### config.mk
export PLATFORM = sky130hd
export DESIGN_NAME = countdown_timer
export DESIGN_NICKNAME = d
export VERILOG_FILES = /design/src/rtl/countdown_timer.sv
export SDC_FILE = /design/constraint.sdc
export NUM_CORES = 1
export LEC_CHECK = 0
export CAP_MARGIN = 15
export CORE_AREA = 2 2 39 41
export DETAILED_ROUTE_END_ITERATION = 12
export DIE_AREA = 0 0 41 43
export GPL_TIMING_DRIVEN = 0
export PLACE_DENSITY = 0.68
export SLEW_MARGIN = 20
export SYNTH_ARGS = -nofsm -noshare
export SYNTH_HDL_FRONTEND = slang
export SYNTH_SLANG_ARGS = --single-unit
### constraint.sdc
create_clock -name clk -period 2.6 [get_ports clk]
set_input_delay 0.39 -clock clk [delete_from_list [all_inputs] [get_ports clk]]
set_output_delay 0.39 -clock clk [all_outputs]
set_load 0.1 [all_outputs]
### src/rtl/countdown_timer.sv
// Seconds countdown timer driven by one-cycle tick pulses; resyncs the upstream divider on each start.
// Optional TIMER_EXPIRED_HOLD_EN: expired becomes a level held until the next start or reset.
module countdown_timer #(
    parameter int WIDTH = 4
) (
    input  logic             clk,
    input  logic             reset,
    input  logic             tick,
    input  logic             start_timer,
    input  logic [WIDTH-1:0] value,
    output logic             divider_sync,
    output logic             busy,
    output logic [WIDTH-1:0] remaining,
    output logic             expired,
    output logic [1:0]       state_dbg
);

    // Handshake: start_timer and tick are single-cycle strobes with no ready;
    // a start is always accepted and overrides a coincident tick.
    typedef enum logic [1:0] {
        IDLE  = 2'd0,
        COUNT = 2'd1,
        DONE  = 2'd2
    } state_t;

    state_t state;

    assign state_dbg = state;

    always_ff @(posedge clk or negedge reset) begin
        if (!reset) begin
            state        <= IDLE;
            remaining    <= '0;
            busy         <= 1'b0;
            expired      <= 1'b0;
            divider_sync <= 1'b0;
        end else begin
            divider_sync <= 1'b0;
            if (start_timer) begin
                divider_sync <= 1'b1;
                remaining    <= value;
                if (value == '0) begin
                    state   <= DONE;
                    busy    <= 1'b0;
                    expired <= 1'b1;
                end else begin
                    state   <= COUNT;
                    busy    <= 1'b1;
                    expired <= 1'b0;
                end
            end else begin
                case (state)
                    COUNT: begin
                        if (tick) begin
                            // remaining is never 0 here, so the decrement cannot wrap
                            if (remaining <= WIDTH'(1)) begin
                                remaining <= '0;
                                state     <= DONE;
                                busy      <= 1'b0;
                                expired   <= 1'b1;
                            end else begin
                                remaining <= remaining - WIDTH'(1);
                            end
                        end
                    end
                    DONE: begin
                        state <= IDLE;
`ifdef TIMER_EXPIRED_HOLD_EN
                        expired <= expired;
`else
                        expired <= 1'b0;
`endif
                    end
                    default: begin
                        state <= IDLE;
                    end
                endcase
            end
        end
    end

endmodule
Yosys cells after proc, flatten, opt, wreduce, memory -nomap -nowiden
Cells that the tools add are included.
Storage, ports and cells
  bits in registers: 9
  input bits: 8
  output and inout port bits: 9
  logic and storage cells: 40
Operators by class
  $add $sub $neg: 1
  magnitude comparators: 1
  equal/unequal tests: 4
  mux-type cells: 20
  reductions and logical operators: 9
Operator list (number)
  two-way mux 4 bit: 4
  two-way mux 1 bit: 10
  two-way mux 2 bit: 5
  != test 3 bit, second input constant: 2
  AND reduction 3 bit: 2
  nonzero test 2 bit: 3
  <= comparator 4 x 1 -> 1 bit, second input constant: 1
  zero test 4 bit: 1
  AND reduction 2 bit: 2
  subtractor 4 x 1 -> 4 bit, second input constant: 1
  nonzero test 3 bit: 1
  equality test 2 x 1 -> 1 bit, second input constant: 1
  equality test 2 bit, second input constant: 1
  one-hot mux 1 bit (2 select lines): 1

Logic depth before layout (Yosys ltp)
  depth after elaboration: 5
  gate-level depth with buffers: 5
  depth with buffers taken out: 5

Worst setup path before layout
OpenSTA, ideal clock, no wires.
  kind: reg-to-reg
  start point: register remaining[1]
  end point: register remaining[1]
  library setup time: 0.080 ns
  arrival time: 1.950 ns
  data required time: 2.520 ns
  setup slack: 0.570 ns
  stages on the path, launching flop included: 6
  buffers on the path: 0
  period minus slack after synthesis: 2.030 ns
  cells stage by stage: dfrtp_1 -> inv_1 -> ha_1 -> or2_4 -> a211oi_2 -> a2bb2oi_1
Between the ends
  longest elaborated chain between the ends: 5
  elaborated cells on any way between the ends: 6
  those cells by class: add/sub (1); order compare (1); mux (4)
Ends and longest elaborated chain
  start, declared: RTL line 13  | output logic [WIDTH-1:0] remaining,
  start signal, assigned: RTL line 41  | remaining <= value;
  start signal, assigned: RTL line 62  | remaining <= remaining - WIDTH'(1);
  subtractor 4 x 1 -> 4 bit or <= comparator 4 x 1 -> 1 bit (tied branches): RTL line 62, 56
  two-way mux 4 bit *: RTL line 56  | if (remaining <= WIDTH'(1)) begin
  two-way mux 4 bit *: RTL line 54  | if (tick) begin
  two-way mux 4 bit *: RTL line 52  | case (state)
  two-way mux 4 bit *: RTL line 39  | if (start_timer) begin
Every way passes the cells marked *; elsewhere a longest branch is shown, timed or not. The select of a mux whose other input is x is not followed.
A chain may end at the register's enable or synchronous reset.

Final worst setup path
  start point: register remaining[3]
  end point: output remaining[3]
No word-level cell between the ends.

==> flow_summary.ini <==
[worst_setup_path]
worst_path_dominant_cell_family = buffers and inverters
cp-end-kind = output pin
path_cells = clkdlybuf4s50_1
worst_path_largest_cell_delay_ps = 1170
critPathRequiredTime_ps = 2210
worstPathMaxFanout = 5
reg2reg_depth = 5
crit_type = reg2out
start_kind = flop
critical_path_arrival_ps = 1870
crit_slowest_cell = clkdlybuf4s50_1
r2r-start = remaining[0]$_DFFE_PN0P_
r2r_end = remaining[1]$_DFFE_PN0P_
r2r_slack_ps = 1140
path_buf_inv = 1

[cts]
numCtsBuffers = 3
cts.sinks = 9
tritoncts = done
cts_resized = 0
clk_latency_ps = 260
postCtsSetupBuffers = 0
root_buffer = clkbuf_4
cts_buffer_depth = 2
ctsHoldBuffers = 0
clkTransAtPathRegs_ps = 60
h-tree-depth = 1

[synthesis]
synthArstFlopShare_pct = 100.0
synth_cell_types = 30
ys_seq_area_share_pct = 45.00
ys_seq_elements = 9
synth.net_count = 57
synth_edf_count = 0
ys.flop_type = dfrtp_1
syn_area_sq_um = 500.5
syn-instance-count = 47
avgSynthCellArea_sq_um = 10.65
ys_warn_count = 0

[sta]
rsz0062_at_grt = no
fin_crit_ps = 2261
tightest_slew_ps = 966.4
tns_ps = 0
hold_violations = 0
period_share_pct = 86.98
maxSlewViolCount = 0
fin_ws_ps = 338.6
setup_violations = 0
fin_skew_ps = 1.204
fmax_mhz = 442.2
relSlewSlack_pct = 35.37

[final_layout]
n_antenna_cell = 0
syn2layout_area_growth_pct = 41.25
fin_area_sq_um = 706.9
multi_input_area_sq_um = 234.0
fin_cells = 83
n_fill_cell = 146
seq_area_sq_um = 225.2
final_common_cell = clkdlybuf4s50_1
num-nets-final = 78
layout_common_cells = clkdlybuf4s50_1, dfrtp_1, nor2_1
drive_gt1_share_pct = 16.42

[global_routing]
grt_pass1_wl_mm = 1.869
gr-total-overflow = 0
grt_use_total_pct = 16.28
antenna_found_initial = 0
grt_pass1_vias = 442
grt_max_degree = 11

[die]
num_rows = 14
dieHeight_microns = 43
dieWidth_microns = 41
start_util_pct = 36.17
io_pins = 17
core_sq_um = 1384
dieArea_sq_um = 1763

[detailed_routing]
routed-wl-met3_microns = 67
vias_per_cell = 5.229
drc = 0
drtIter0Drc = 5
top_layer_used = met4
ant_nets = 0
post_drt_wl_per_cell_microns = 13.51
wl_mm = 1.121
drt_first_pass_iters = 2
dr_wl_met2_microns = 501
vias = 434
wl_met1_microns = 512

[placement]
dp_slack_ps = 625.7
place_area_sq_um = 680.7
dp.cells = 79
gp_congestion = 0.7739
dp_hpwl_microns = 845.6
port_buffers = 16

[pwr]
leakagePower_nw = 0.3034
vdd.ir_drop.worst_mv = 0.2724
p_int_mw = 0.2841
p_per_area_nw_per_um2 = 723.8
switchingPower_mw = 0.2276
clock_power_share_pct = 21.7
combPwrFrac_pct = 45.4
power_frac_seq_pct = 32.9
p_sw_share_pct = 44.48

[job]
drv_cap = 0

[worst_hold_path]
hp-class = in2async

[outcome]
status = finished, final reports clean
## cell type report
type	instances	share of cell area, %
well taps	16	2.832
inverters	4	2.124
repair buffers	16	22.65
multi-input cells	32	33.10
flip-flops and latches	9	31.86
clock buffers	4	3.717
plain buffers	2	3.717
## cells by family (layout without fill, tap and decap cells)
kind of cell	count (synthesis)	after routing	synth area share (%)
AND/OR/NAND/NOR	15	15	18.00
buffers and inverters	6	26	8.248
AO/OA/AOI/OAI	15	15	23.75
flip-flops	9	9	45.00
adder cells (fa/ha/maj)	2	2	4.999
## per-stage QoR
stage | hold slack [ps] | util [%] | power, mW
after floorplan | 94.41 | - | 0.3433
after global placement | 459.3 | 49.19 | 0.4002
after detailed placement | 465.4 | 49.19 | 0.4029
after CTS | 449.4 | 51.09 | 0.5153
after global routing | 459.1 | 51.09 | 0.5377
final | 436.2 | 51.09 | 0.5117
## cells in the mapped netlist (2+ instances only)
| library cell | count | area share, % |
|---|---|---|
| nor4_1 | 2 | 2.5 |
| nor2_1 | 4 | 3.0 |
| dfrtp_1 | 9 | 45 |
| a21oi_1 | 3 | 3.0 |
| inv_1 | 3 | 2.2 |
| ha_1 | 2 | 5.0 |
## per-layer routing
layer	track usage (%)	vias up
li1	-	214
met1	20.07	200
met2	23.75	15
met3	3.141	5
met4	12.00	0
met5	0	-
## power by group through the flow
stage / Combinational (mW) / Clock, mW / Sequential (mW)
after detailed placement: 0.232 / 0 / 0.171
after global routing: 0.247 / 0.120 / 0.171
after global placement: 0.230 / 0 / 0.171
after floorplan: 0.0653 / 0 / 0.278
final: 0.232 / 0.111 / 0.168
after CTS: 0.234 / 0.113 / 0.169
## worst register-to-register path: stages, from the launching register on
cell,delay (ps)
dfrtp_1,400
inv_2,70
ha_1,240
or2_4,290
a211oi_2,210
a2bb2oi_1,190
## flip-flops by register name (all words and copies together), names as in the netlist
register	count
state_dbg	2
expired	1
divider_sync	1
remaining	4
busy	1
## how the worst max path moves through the flow
stage	startpoint	end	slack [ps]	depth (start not counted)
finish	remaining[3]$_DFFE_PN0P_	remaining[3]	340	1
global route	remaining[2]$_DFFE_PN0P_	remaining[2]	300	1
CTS	remaining[3]$_DFFE_PN0P_	remaining[3]	340	1
detailed placement	remaining[3]$_DFFE_PN0P_	remaining[3]	630	1
floorplan	remaining[1]$_DFFE_PN0P_	remaining[1]$_DFFE_PN0P_	570	5
global placement	remaining[3]$_DFFE_PN0P_	remaining[3]	640	1
Power figures use the tool's default switching activity.
